`config.mk`:
```
export PLATFORM = sky130hd
export DESIGN_NAME = bcnn_stream_if
export DESIGN_NICKNAME = d
export VERILOG_FILES = /design/src/rtl/bcnn_pkg.sv /design/src/rtl/bcnn_tx_fifo.sv /design/src/rtl/bcnn_stream_if.sv
export SDC_FILE = /design/constraint.sdc
export NUM_CORES = 1
export LEC_CHECK = 0
export ABC_AREA = 1
export CAP_MARGIN = 40
export CORE_ASPECT_RATIO = 0.7
export CORE_MARGIN = 2
export CORE_UTILIZATION = 40
export CTS_CLUSTER_SIZE = 30
export DETAILED_ROUTE_END_ITERATION = 10
export GPL_ROUTABILITY_DRIVEN = 0
export PLACE_DENSITY = 0.58
export SLEW_MARGIN = 25
export SYNTH_ARGS = -nofsm -noshare
export SYNTH_HDL_FRONTEND = slang
export SYNTH_SLANG_ARGS = --single-unit
```
`constraint.sdc`:
```
create_clock -name clk_in -period 4.67 [get_ports clk_in]
set_input_delay 0.7005 -clock clk_in [delete_from_list [all_inputs] [get_ports clk_in]]
set_output_delay 0.7005 -clock clk_in [all_outputs]
set_load 0.01 [all_outputs]
```
`src/rtl/bcnn_pkg.sv`:
```
// Shared widths, host-word field offsets and FSM states for the BCNN host stream interface.
package bcnn_pkg;
  localparam int DATA_W     = 9;
  localparam int BIAS_W     = 4;
  localparam int WORD_W     = 22;
  localparam int ENTRY_W    = WORD_W + 1;
  localparam int PACK_W     = 8;
  localparam int DATA_LSB   = 0;
  localparam int WEIGHT_LSB = 9;
  localparam int BIAS_LSB   = 18;

  typedef enum logic [1:0] {IDLE, STREAM, FLUSH} state_t;
endpackage

```
`src/rtl/bcnn_tx_fifo.sv`:
```
// Synchronous FIFO for host words; push and pop may coincide at any occupancy, including full.
module bcnn_tx_fifo
  import bcnn_pkg::*;
#(
  parameter int DEPTH = 4
) (
  input  logic               clk_in,
  input  logic               reset_in,
  input  logic               push_i,
  input  logic               pop_i,
  input  logic [ENTRY_W-1:0] wdata_i,
  output logic [ENTRY_W-1:0] rdata_o,
  output logic               full_o,
  output logic               empty_o
);
  localparam int AW = $clog2(DEPTH);

  logic [ENTRY_W-1:0] mem_q [DEPTH];
  logic [AW:0]        wptr_q, rptr_q;
  logic               do_push, do_pop;

  assign empty_o = (wptr_q == rptr_q);
  assign full_o  = (wptr_q[AW] != rptr_q[AW]) && (wptr_q[AW-1:0] == rptr_q[AW-1:0]);
  assign do_pop  = pop_i && !empty_o;
  // At full a push lands in the slot the simultaneous pop frees.
  assign do_push = push_i && (!full_o || do_pop);
  assign rdata_o = mem_q[rptr_q[AW-1:0]];

  always_ff @(posedge clk_in) begin
    if (do_push) mem_q[wptr_q[AW-1:0]] <= wdata_i;
  end

  always_ff @(posedge clk_in) begin
    if (reset_in) begin
      wptr_q <= '0;
      rptr_q <= '0;
    end else begin
      if (do_push) wptr_q <= wptr_q + (AW+1)'(1);
      if (do_pop)  rptr_q <= rptr_q + (AW+1)'(1);
    end
  end
endmodule

```
`src/rtl/bcnn_stream_if.sv`:
```
// Feeds FIFO'd host words onto the BCNN core one per clock and packs its result bits into bytes.
// state  | meaning
// IDLE   | bus zero, waiting for a queued word
// STREAM | popping one word per cycle, zero bubbles when the FIFO runs dry
// FLUSH  | LAT cycles after a frame's last word; next frame held in the FIFO
module bcnn_stream_if
  import bcnn_pkg::*;
#(
  parameter int DEPTH = 4,
  parameter int LAT   = 1
) (
  input  logic              clk_in,
  input  logic              reset_in,
  input  logic              s_valid,
  output logic              s_ready,
  input  logic [WORD_W-1:0] s_data,
  input  logic              s_last,
  output logic [DATA_W-1:0] bcnn_data,
  output logic [DATA_W-1:0] bcnn_weight,
  output logic [BIAS_W-1:0] bcnn_bias,
  input  logic              bcnn_out,
  output logic              m_valid,
  output logic [PACK_W-1:0] m_data,
  output logic [3:0]        m_count,
  output logic              m_last
);
  localparam int FW = $clog2(LAT + 1);
  localparam int PW = $clog2(PACK_W);

  logic               full, empty, push, pop;
  logic [ENTRY_W-1:0] head;

  state_t             state_q, state_d;
  logic [FW-1:0]      flush_q, flush_d;
  logic [DATA_W-1:0]  data_q, data_d, weight_q, weight_d;
  logic [BIAS_W-1:0]  bias_q, bias_d;
  logic               tag_d, tlast_d;
  logic [LAT-1:0]     tag_q, tlast_q;

  logic [PACK_W-1:0]  pack_q, pack_d, pack_bits, mdata_q, mdata_d;
  logic [3:0]         cnt_q, cnt_d, cnt_n, mcount_q, mcount_d;
  logic               mvalid_q, mvalid_d, mlast_q, mlast_d;

  assign s_ready = !full && !reset_in;
  assign push    = s_valid && s_ready;

  bcnn_tx_fifo #(.DEPTH(DEPTH)) u_fifo (
    .clk_in  (clk_in),
    .reset_in(reset_in),
    .push_i  (push),
    .pop_i   (pop),
    .wdata_i ({s_last, s_data}),
    .rdata_o (head),
    .full_o  (full),
    .empty_o (empty)
  );

  always_comb begin
    state_d  = state_q;
    flush_d  = flush_q;
    pop      = 1'b0;
    data_d   = '0;
    weight_d = '0;
    bias_d   = '0;
    tag_d    = 1'b0;
    tlast_d  = 1'b0;
    case (state_q)
      IDLE: if (!empty) state_d = STREAM;
      STREAM: begin
        if (!empty) begin
          pop      = 1'b1;
          data_d   = head[DATA_LSB +: DATA_W];
          weight_d = head[WEIGHT_LSB +: DATA_W];
          bias_d   = head[BIAS_LSB +: BIAS_W];
          tag_d    = 1'b1;
          tlast_d  = head[WORD_W];
          if (head[WORD_W]) begin
            state_d = FLUSH;
            flush_d = FW'(LAT - 1);
          end
        end
      end
      FLUSH: begin
        if (flush_q == '0) state_d = IDLE;
        else               flush_d = flush_q - FW'(1);
      end
      default: state_d = IDLE;
    endcase
  end

  // Tag at the last pipeline stage lines up with the core result on bcnn_out.
  always_comb begin
    pack_d    = pack_q;
    cnt_d     = cnt_q;
    pack_bits = pack_q;
    cnt_n     = cnt_q + 4'd1;
    mvalid_d  = 1'b0;
    mdata_d   = '0;
    mcount_d  = '0;
    mlast_d   = 1'b0;
    if (tag_q[LAT-1]) begin
      pack_bits[cnt_q[PW-1:0]] = bcnn_out;
      if (cnt_n == 4'(PACK_W) || tlast_q[LAT-1]) begin
        mvalid_d = 1'b1;
        mdata_d  = pack_bits;
        mcount_d = cnt_n;
        mlast_d  = tlast_q[LAT-1];
        pack_d   = '0;
        cnt_d    = '0;
      end else begin
        pack_d = pack_bits;
        cnt_d  = cnt_n;
      end
    end
  end

  always_ff @(posedge clk_in) begin
    if (reset_in) begin
      state_q  <= IDLE;
      flush_q  <= '0;
      data_q   <= '0;
      weight_q <= '0;
      bias_q   <= '0;
      tag_q    <= '0;
      tlast_q  <= '0;
      pack_q   <= '0;
      cnt_q    <= '0;
      mvalid_q <= 1'b0;
      mdata_q  <= '0;
      mcount_q <= '0;
      mlast_q  <= 1'b0;
    end else begin
      state_q    <= state_d;
      flush_q    <= flush_d;
      data_q     <= data_d;
      weight_q   <= weight_d;
      bias_q     <= bias_d;
      tag_q[0]   <= tag_d;
      tlast_q[0] <= tlast_d;
      for (int i = 1; i < LAT; i++) begin
        tag_q[i]   <= tag_q[i-1];
        tlast_q[i] <= tlast_q[i-1];
      end
      pack_q   <= pack_d;
      cnt_q    <= cnt_d;
      mvalid_q <= mvalid_d;
      mdata_q  <= mdata_d;
      mcount_q <= mcount_d;
      mlast_q  <= mlast_d;
    end
  end

  assign bcnn_data   = data_q;
  assign bcnn_weight = weight_q;
  assign bcnn_bias   = bias_q;
  assign m_valid     = mvalid_q;
  assign m_data      = mdata_q;
  assign m_count     = mcount_q;
  assign m_last      = mlast_q;
endmodule

```
* Yosys cells after proc, flatten, opt, wreduce, memory -nomap -nowiden
Memory sizes are Yosys's and may differ from the RTL's. A register that Yosys moved wholly into a read port is not among the register bits. Index checks and enable logic that the tools add are counted.
Word-level totals: input bits 27, RAM bits 92, memories kept 1, output and inout bits 37, word-level logic and storage cells 74, bits in registers 59
Cells by class: bitwise gates (word level) 3, $lt $le $gt $ge 2, mux-type cells 21, equal/unequal tests 10, reduce and logical (&&, ||, !) cells 18, $add $sub $neg 4
Memories:
- u_fifo.mem_q | words 4, width 23, read ports 1, clocked after memory_dff 1, wr ports 1, line bcnn_tx_fifo.sv:18 | logic [ENTRY_W-1:0] mem_q [DEPTH];
Operator list (count):
- two-way mux 2 bit | 6
- two-way mux 1 bit | 9
- bitwise mux 8 bit | 1
- two-way mux 8 bit | 1
- inequality test 2 bit (second input constant) | 4
- adder 3 x 1 -> 3 bit (second input constant) | 2
- logical AND 1 bit | 6
- case mux 2 bit (3 select lines) | 1
- OR reduction 3 bit | 2
- adder 4 x 1 -> 4 bit (second input constant) | 1
- == test 4 bit (second input constant) | 1
- < comparator 3 x 4 -> 1 bit (second input constant) | 1
- two-way mux 4 bit | 1
- AND reduction 4 bit | 1
- demux 1 bit (select 3 bit) | 1
- == test 3 bit | 1
- greater-or-equal comparator 3 x 1 -> 1 bit (second input constant) | 1
- logical NOT 1 bit | 3
- NOT 1 bit | 3
- AND reduction 3 bit | 1
- == test 2 x 1 -> 1 bit (second input constant) | 1
- == test 2 bit | 1
- == test 2 bit (second input constant) | 1
- logical NOT 2 bit | 1
- other kinds (6) | 7

* Longest topological paths before layout
Gate-level depths: netlist of the first run.
depth in word-level cells 8, mapped depth 10, mapped depth without buffers 9

* Cells and area by module
A second synthesis of the first run with hierarchy kept.
Second synthesis, totals: cell total of the unflattened synthesis 528, area, all modules 5756.8 µm²
Modules (own cells, without submodules):
- bcnn_tx_fifo | sequential area each 2922.8 µm², area an instance 3848.7 µm², cells each 288, instances 1
- bcnn_stream_if | sequential area each 1041.0 µm², area an instance 1908.1 µm², cells each 240, instances 1

* Worst setup path before layout of the first run
No wires, ideal clock.
kind input-to-reg, start point input port reset_in, end point memory u_fifo.mem_q[0][0] in the netlist's numbering (enable), setup time 0.403 ns, data arrival time 2.171 ns, stages 4, setup slack 2.096 ns, data required time 4.267 ns, path buffers 1, path through buf_2 -> clkinv_1 -> nand3_2 -> nor2_1
Between the ends: word-level cells in the longest chain between the ends 6
RTL lines:
- start: declaration | line bcnn_stream_if.sv:13 | input logic reset_in,
- logical NOT 1 bit | line bcnn_stream_if.sv:44 | assign s_ready = !full && !reset_in;
- logical AND 1 bit | line bcnn_stream_if.sv:44
- logical AND 1 bit | line bcnn_stream_if.sv:45 | assign push = s_valid && s_ready;
- logical AND 1 bit | line bcnn_tx_fifo.sv:26 | assign do_push = push_i && (!full_o || do_pop);
- two-way mux 1 bit | line bcnn_tx_fifo.sv:30 | if (do_push) mem_q[wptr_q[AW-1:0]] <= wdata_i;
- two-way mux 1 bit (implied by the code) | line bcnn_tx_fifo.sv:30
- end: declaration | line bcnn_tx_fifo.sv:18
No other way between the ends.

* Final worst setup path of the first run
start point input port reset_in, end point output port s_ready
Between the ends: word-level cells in the longest chain between the ends 2
RTL lines:
- logical NOT 1 bit | line bcnn_stream_if.sv:44
- logical AND 1 bit | line bcnn_stream_if.sv:44
- end: declaration | line bcnn_stream_if.sv:15 | output logic s_ready,
No other way between the ends.

==> impl_metrics.tcl, run 1 <==
set metrics [dict create \
    cts_hold_buf 0 \
    yosys_warnings 0 \
    start_util 0.4095 \
    report.final.slew_viol_count 0 \
    avgSynthCellArea_um2 11.09 \
    cts_max_path_buffers 2 \
    diodes 0 \
    synth_area_leader_cell "edfxtp_1" \
    cts_tree "yes" \
    arrival_ps 2400 \
    dp_hpwl_um 6670 \
    hold_violations 0 \
    drive_above_1_share 0.1345 \
    totalWireLength_um 11170 \
    core.rowCount 36 \
    drv_cap 0 \
    ctsRootBufferMaster "clkbuf_16" \
    wl_per_cell_um 14.23 \
    grt_pass1_wl_um 18460 \
    skew_ps 13.64 \
    drtIter0Drc 225 \
    antenna_found_initial 0 \
    hold-worst-slack_ps 456.0 \
    clock_latency_ps 420 \
    critPathMostFrequentCell "clkdlybuf4s50_1" \
    worst_pin_slew_ps 684.5 \
    yosys.cell_types.count 25 \
    area_growth_pct 25.77 \
    critical_path_class "in2out" \
    post_cts_resized 0 \
    critPathMaxFanout 16 \
    path_cells "clkdlybuf4s50_1 -> buf_4 -> clkinv_1 -> nand2_1 -> inv_1 -> clkdlybuf4s50_1" \
    dr.pass1.iters 5 \
    fin_crit_sh 0.6638 \
    die_area_um2 15230 \
    grt_max_degree 47 \
    clk_pin_slew_worst_paths_ps 60 \
    ys_seq_elements 152 \
    netlist_instances 514 \
    critPathRequiredTime_ps 3970 \
    vias 3682 \
    cp-start-kind "primary input" \
    overflow 0 \
    fp.dieH_um 103.9 \
    ioPinCount 64 \
    htreeDepth 4 \
    hold_class "reg2reg" \
    outcome "finished, final reports clean" \
    core_um2 13920 \
    die_w_um 146.7 \
    path_buf_inv 5 \
    synth_area_um2 5699 \
    seq_area_frac_synth 0.6955 \
    synth_nets 547 \
    grt_usage 0.1568 \
    fmax_mhz 322.6 \
    cp_slowest_cell "clkdlybuf4s50_1" \
    grt_pass1_vias 3698 \
    setup_tns_ps 0 \
    p_leak_nw 2.535 \
    drc 0 \
    max_stage_delay_ps 480 \
    via_per_inst 4.690 \
    relSlewSlack 0.5430 \
    synth_top_area_share 0.4847 \
    end_kind "output port" \
    period_needed_ps 3100 \
    cts-buffers-inserted 17 \
    nNetsFinal 615 \
    io_buffers 63 \
    clkSinkCount 152 \
    peakVddDrop_mv 0.2624 \
    final_antenna_net_count 0 \
    post_cts_buffers 0 \
    p_per_area_nw_per_um2 449.3 \
    grt_setup_unrepaired "no" \
    ys_top_cells_by_area "edfxtp_1 (48%), dfxtp_1 (21%), nor2_1 (7.2%)" \
    cpLargestDelayFamily "buffers and inverters" \
    setup_violations 0 \
]
path summary, 6_finish.rpt:
check | startpoint | endpoint | slack (ps) | cells past startpoint
worst max-delay path | reset_in | s_ready | 1570 | 6
worst min-delay path | tlast_q | m_last | 460 | 2
worst max register to register | cnt_q[1] | m_count[3] | 2580 | 9
worst min register to register | tlast_q | m_last | 460 | 2
sequential cells by signal, summed over array words and instances (netlist names), named ones only:
signal         count
u_fifo.mem_q      92
bcnn_data          9
bcnn_weight        9
m_data             8
pack_q             8
bcnn_bias          4
cnt_q              4
m_count            4
u_fifo.rptr_q      3
u_fifo.wptr_q      3
state_q            2
m_last             1
m_valid            1
tag_q              1
tlast_q            1
cells by family after synthesis:
| family | Yosys count | synth area share |
|---|---|---|
| simple gates | 200 | 0.1489 |
| flops | 152 | 0.6955 |
| compound gates | 92 | 0.09199 |
| buf+inv | 62 | 0.04742 |
| fa+ha+maj | 6 | 0.01317 |
| xor+xnor | 2 | 0.003074 |
layout by cell type (no fill, tap or decap), drive strengths merged, types with 19 or more instances in the layout:
master	instances
a21oi	37
edfxtp	92
inv	44
nand3	26
nand2	51
o21ai	55
clkdlybuf4s50	63
nor2	117
dfxtp	60
clkbuf	19
worst register-to-register path, stage by stage, from the launching register on:
cell and delay, ps:
dfxtp_1 490, ha_1 230, nand2_1 70, inv_1 80
nand3_1 350, nand2_1 210, nand3_2 330, inv_1 170
nand2_1 60, inv_1 40
area by class of cell:
cell class	count	area, um2
Clock buffer	18	429.2
Clock inverter	14	188.9
Fill cell	1203	6750
Tap cell	190	237.7
Multi-Input combinational cell	300	1475
Sequential cell	152	3965
Timing Repair Buffer	72	725.7
Inverter	39	146.4
synthesized netlist by cell type:
cell type  number
nor2_1        109
edfxtp_1       92
dfxtp_1        60
o21ai_0        50
nand2_1        49
inv_1          35
nand3_1        22
a21oi_1        20
a21oi_2        17
clkbuf_1       10
buf_2           9
nor2_2          8
ha_1            6
o21ai_1         5
nand3_2         4
buf_6           3
inv_2           3
nand4_1         3
and2_1          2
xor2_1          2
buf_4           1
clkinv_1        1
nand2_2         1
nand2_4         1
or2_2           1
where the power goes:
group          internal (mW)  leakage, nW  switching (mW)
clock network          0.857        0.296           0.563
logic                  0.113        0.918           0.190
registers               1.47         1.32          0.0316
total                   2.44         2.54           0.784
through the flow:
stage,setup slack [ps],power [mW],cell area (um2),util,instances
floorplan,2096,1.710,5699,-,514
global placement,1577,1.811,6492,0.4665,749
detailed placement,1565,1.832,6543,0.4701,752
CTS,1550,3.255,7161,0.5145,784
global route,1431,3.352,7168,0.5150,785
finish,1570,3.220,7168,0.5150,785
metal layers:
layer	vias to the layer above	routed length (um)	part of all wire	track usage
met3	14	466	0.042	0.04649
li1	1857	-	-	-
met5	-	0	0	0
met2	79	5094	0.46	0.2344
met1	1732	5467	0.49	0.2104
met4	0	139	0.012	0.07351
(Power assumes the default switching activity.)
==> run 2, diff against run 1 <==
==> constraint.sdc (replaced) <==
create_clock -name clk_in -period 2.9 [get_ports clk_in]
set_input_delay 0.435 -clock clk_in [delete_from_list [all_inputs] [get_ports clk_in]]
set_output_delay 0.435 -clock clk_in [all_outputs]
set_load 0.01 [all_outputs]
==> run 2 against run 1 <==
Sequential power rose by 59%. Critical path depth shrank 1. Die area unchanged. Count of clock-buffer cells in the layout grew 3. Power rose by 53%. Core utilization down 0.40 points. Sequential share of layout area increased by 0.43 points. Worst setup slack got worse by 1100 ps. Via count increased by 0.98%. First-iteration DRC count is 26% lower. Non-clock buffer count rose by 2. Critical endpoint unchanged. Highest routed layer unchanged.
==> impl_metrics.tcl, run 2 (synthesis gave the netlist of run 1 again) <==
set metrics [dict create \
    post_cts_buffers 0 \
    setup_tns_ps 0 \
    largest_reg_flops 92 \
    hold_depth 2 \
    grt_setup_unrepaired "no" \
    htreeDepth 4 \
    start_util 0.4095 \
    die_w_um 146.7 \
    worst_pin_slew_ps 731.5 \
    core_um2 13920 \
    fillCellCount 1206 \
    critical_path_class "in2out" \
    hold_class "reg2reg" \
    clock_latency_ps 420 \
    core.rowCount 36 \
    die_area_um2 15230 \
    peakVddDrop_mv 0.3954 \
    drive_above_1_share 0.1307 \
    cts_hold_buf 0 \
    vias 3718 \
    register_area_um2 3965 \
    io_buffers 63 \
    wl_per_cell_um 14.45 \
    hold_violations 0 \
    critPathMaxFanout 10 \
    post_cts_resized 0 \
    place_ws_ps 511.4 \
    worst_r2r_path_depth 9 \
    fp.dieH_um 103.9 \
    cts-buffers-inserted 17 \
    dr.pass1.iters 4 \
    p_leak_nw 2.514 \
    relSlewSlack 0.5117 \
    drv_cap 0 \
    report.final.slew_viol_count 0 \
    ctsRootBufferMaster "clkbuf_16" \
    layout_common_cells "nor2_1 (105), edfxtp_1 (92), clkdlybuf4s50_1 (63)" \
    diodes 0 \
    drtIter0Drc 166 \
    final_antenna_net_count 0 \
    critPathRequiredTime_ps 2470 \
    hold-worst-slack_ps 464.4 \
    cts_max_path_buffers 2 \
    multi_input_area_um2 1475 \
    p_per_area_nw_per_um2 692.6 \
    grt_pass1_vias 3746 \
    cts_tree "yes" \
    end_kind "output port" \
    grt_max_degree 47 \
    clk_pin_slew_worst_paths_ps 60 \
    fmax_mhz 417.7 \
    layout_commonest_cell "nor2_1" \
    totalWireLength_um 11370 \
    fin_crit_sh 0.8256 \
    via_per_inst 4.724 \
    skew_ps 14.53 \
    antenna_found_initial 0 \
    area_growth_pct 24.81 \
    drc 0 \
    nNetsFinal 617 \
    outcome "finished, final reports clean" \
    overflow 0 \
    setup_slack_ps 505.7 \
    setup_violations 0 \
    grt_usage 0.1584 \
    ioPinCount 64 \
    cp-start-kind "primary input" \
    grt_pass1_wl_um 18630 \
    period_needed_ps 2394 \
    arrival_ps 1960 \
    clkSinkCount 152 \
    dp_hpwl_um 6799 \
]
-- run 2: final cells by class --
cell class | instances | share of cell area
Clock buffer | 21 | 0.06192
Tap cell | 190 | 0.03342
Sequential cell | 152 | 0.5574
Inverter | 39 | 0.02058
Clock inverter | 11 | 0.01442
Multi-Input combinational cell | 300 | 0.2074
Timing Repair Buffer | 74 | 0.1048
-- run 2: layer usage --
layer,track usage,vias up,part of all wire
li1,-,1864,-
met1,0.2010,1776,0.46
met2,0.2643,73,0.49
met3,0.04079,5,0.040
met4,0.05548,0,0.0077
met5,0,-,0
-- run 2: final timing paths --
kind / startpoint / endpoint / slack [ps]
min reg2reg: pack_q[0] / pack_q[0] / 460
min: pack_q[0] / pack_q[0] / 460
max: reset_in / s_ready / 510
max reg2reg: cnt_q[1] / m_count[3] / 850
-- run 2: metrics by stage --
| step | total power [mW] | instances | util | area [um2] |
|---|---|---|---|---|
| detailed placement | 2.949 | 754 | 0.4715 | 6563 |
| CTS | 4.981 | 786 | 0.5105 | 7106 |
| global placement | 2.923 | 753 | 0.4695 | 6535 |
| global route | 5.142 | 787 | 0.5111 | 7113 |
| finish | 4.927 | 787 | 0.5111 | 7113 |
| floorplan | 2.754 | 514 | - | 5699 |
-- run 2: power by group --
group / internal, mW / leakage (nW) / switching (mW)
Sequential: 2.36 / 1.32 / 0.0299
Combinational: 0.181 / 0.934 / 0.326
Clock: 1.18 / 0.259 / 0.846
-- run 2: worst max-delay path: stages --
cell and delay (ps):
clkdlybuf4s50_1 490, clkinv_1 320, nand2_1 170, inv_1 60, clkdlybuf4s50_1 480
==> run 3, diff against run 2 <==
--- a/config.mk
+++ b/config.mk
@@ -13,7 +13,7 @@
 export CTS_CLUSTER_SIZE = 30
 export DETAILED_ROUTE_END_ITERATION = 10
 export GPL_ROUTABILITY_DRIVEN = 0
-export PLACE_DENSITY = 0.58
+export PLACE_DENSITY = 0.6
 export SLEW_MARGIN = 25
 export SYNTH_ARGS = -nofsm -noshare
 export SYNTH_HDL_FRONTEND = slang
==> constraint.sdc (replaced) <==
create_clock -name clk_in -period 2.2 [get_ports clk_in]
set_input_delay 0.33 -clock clk_in [delete_from_list [all_inputs] [get_ports clk_in]]
set_output_delay 0.33 -clock clk_in [all_outputs]
set_load 0.01 [all_outputs]
==> run 3 against run 2 <==
Critical path depth rose by 3. Sequential power grew 32%. Cell count rose by 0.25%. Power increased by 33%. Die area is the same. Non-clock buffer count rose by 2. Largest power group unchanged. Sequential share of layout area shrank 0.30 points. Via count rose by 0.19%. Clock skew shrank 6.6 ps.
==> impl_metrics.tcl, run 3 (synthesis gave the netlist of run 1 again) <==
set metrics [dict create \
    vias 3725 \
    design_area_um2 7161 \
    drv_cap 0 \
    switching_share 0.2349 \
    diodes 0 \
    grt_usage 0.1600 \
    critPathMostFrequentCell "nand2_1" \
    start_util 0.4095 \
    overflow 0 \
    io_buffers 63 \
    comb_power_share 0.102 \
    setup_violations 0 \
    p_leak_nw 2.541 \
    grt_max_degree 47 \
    cts_tree "yes" \
    wl_per_cell_um 14.52 \
    p_per_area_nw_per_um2 911.6 \
    utilization 0.5145 \
    critPathMaxFanout 9 \
    fillCellCount 1183 \
    period_needed_ps 1815 \
    grt_pass1_wl_um 18560 \
    cts-buffers-inserted 17 \
    critPathRequiredTime_ps 2540 \
    antenna_found_initial 0 \
    end_kind "flip-flop" \
    die_area_um2 15230 \
    cp-start-kind "flip-flop" \
    reg2reg_setup_slack_ps 390 \
    htreeDepth 4 \
    power_frac_clock 0.414 \
    peakVddDrop_mv 0.6028 \
    critical_path_class "reg2reg" \
    via_per_inst 4.721 \
    clk_pin_slew_worst_paths_ps 60 \
    path_cells "ha_1 -> nand2_1 -> inv_1 -> nand3_1 -> nand2_1 -> nand3_2 -> buf_4 -> nor2_1" \
    setup_tns_ps 0 \
    layout_common_cells "nor2_1 (105), edfxtp_1 (92), clkdlybuf4s50_1 (62)" \
    clock_latency_ps 420 \
    arrival_ps 2160 \
    cts_max_path_buffers 2 \
    report.final.slew_viol_count 0 \
    nNetsFinal 619 \
    p_sw_mw 1.533 \
    worst_pin_slew_ps 497.3 \
    fmax_mhz 551.0 \
    fp.dieH_um 103.9 \
    dp_hpwl_um 7290 \
    core_um2 13920 \
    placedInstanceArea_um2 6603 \
    fin_crit_sh 0.8249 \
    area_growth_pct 25.64 \
    cts_hold_buf 0 \
    drtIter0Drc 341 \
    max_stage_delay_ps 550 \
    ctsRootBufferMaster "clkbuf_16" \
    final_antenna_net_count 0 \
    relSlewSlack 0.6684 \
    hold_class "reg2reg" \
    largest_reg_flops 92 \
    hold_depth 2 \
    worst_r2r_path_depth 8 \
    grt_pass1_vias 3493 \
    cp_slowest_cell "dfxtp_1" \
    layout_commonest_cell "nor2_1" \
    p_int_mw 4.995 \
    hold-worst-slack_ps 464.5 \
    drc 0 \
    grt_setup_unrepaired "no" \
    skew_ps 7.887 \
    placedCellCount 757 \
    ioPinCount 64 \
    die_w_um 146.7 \
    outcome "finished, final reports clean" \
    hold_violations 0 \
    totalWireLength_um 11460 \
    clkSinkCount 152 \
    dr.pass1.iters 5 \
    drive_above_1_share 0.1402 \
    pwr-share-seq 0.484 \
    finalNonFillerCells 789 \
    core.rowCount 36 \
]
==> run 3: changes by cell type in the layout (fill, tap and decap cells not counted), moves of 2 or more <==
cell,delta
clkinv_1,+2
buf_12,+3
clkinv_2,+4
dfxtp_2,+4
dfxtp_1,-4
clkinv_4,-4
==> run 3: timing repair <==
item,CTS,global route
setup endpoints to repair,1,1
gates cloned,0,0
resized for setup,3,3
setup buffers,0,0
==> run 3: worst paths after layout <==
check,startpoint,endpoint
max,cnt_q[1],m_data[2]
min,pack_q[5],pack_q[5]
max reg2reg,cnt_q[1],m_data[2]
min reg2reg,pack_q[5],pack_q[5]
==> run 3: power groups by stage <==
stage	logic [mW]	clock network (mW)	registers (mW)
floorplan	0.411	0	3.22
global placement	0.660	0	3.21
detailed placement	0.674	0	3.22
CTS	0.677	2.76	3.16
global route	0.754	2.91	3.17
finish	0.668	2.70	3.16
==> run 3: metrics by stage <==
step | setup WS [ps] | total power, mW
2_1_floorplan | -53.33 | 3.630
3_3_place_gp | 298.2 | 3.875
3_5_place_dp | 305.1 | 3.890
4_1_cts | 31.74 | 6.598
5_1_grt | 293.3 | 6.831
6_report | 385.1 | 6.528
==> run 3: cell type report <==
type / instances / area [um2] / share of cell area
clock buffers: 20 / 436.7 / 0.06098
inverters: 39 / 146.4 / 0.02044
multi-input cells: 300 / 1480 / 0.2067
repair buffers: 76 / 780.7 / 0.1090
flip-flops and latches: 152 / 3970 / 0.5544
well taps: 190 / 237.7 / 0.03320
clock inverters: 12 / 108.9 / 0.01520
==> run 3: per-layer routing <==
metal  GRT usage  vias to the layer above  routed length (um)  share of wire
met3     0.05395                       10                 622          0.054
met1      0.2297                     1762                5740           0.50
li1            -                     1868                   -              -
met4     0.05409                        0                  90         0.0079
met2      0.2274                       85                5002           0.44
met5           0                        -                   0              0
==> run 3: critical path, delay by kind of cell (launching register included) <==
kind | cells | cell delay [ps]
AND/OR/NAND/NOR | 5 | 590
flip-flops | 1 | 550
buffers and inverters | 2 | 330
adder cells (fa/ha/maj) | 1 | 250
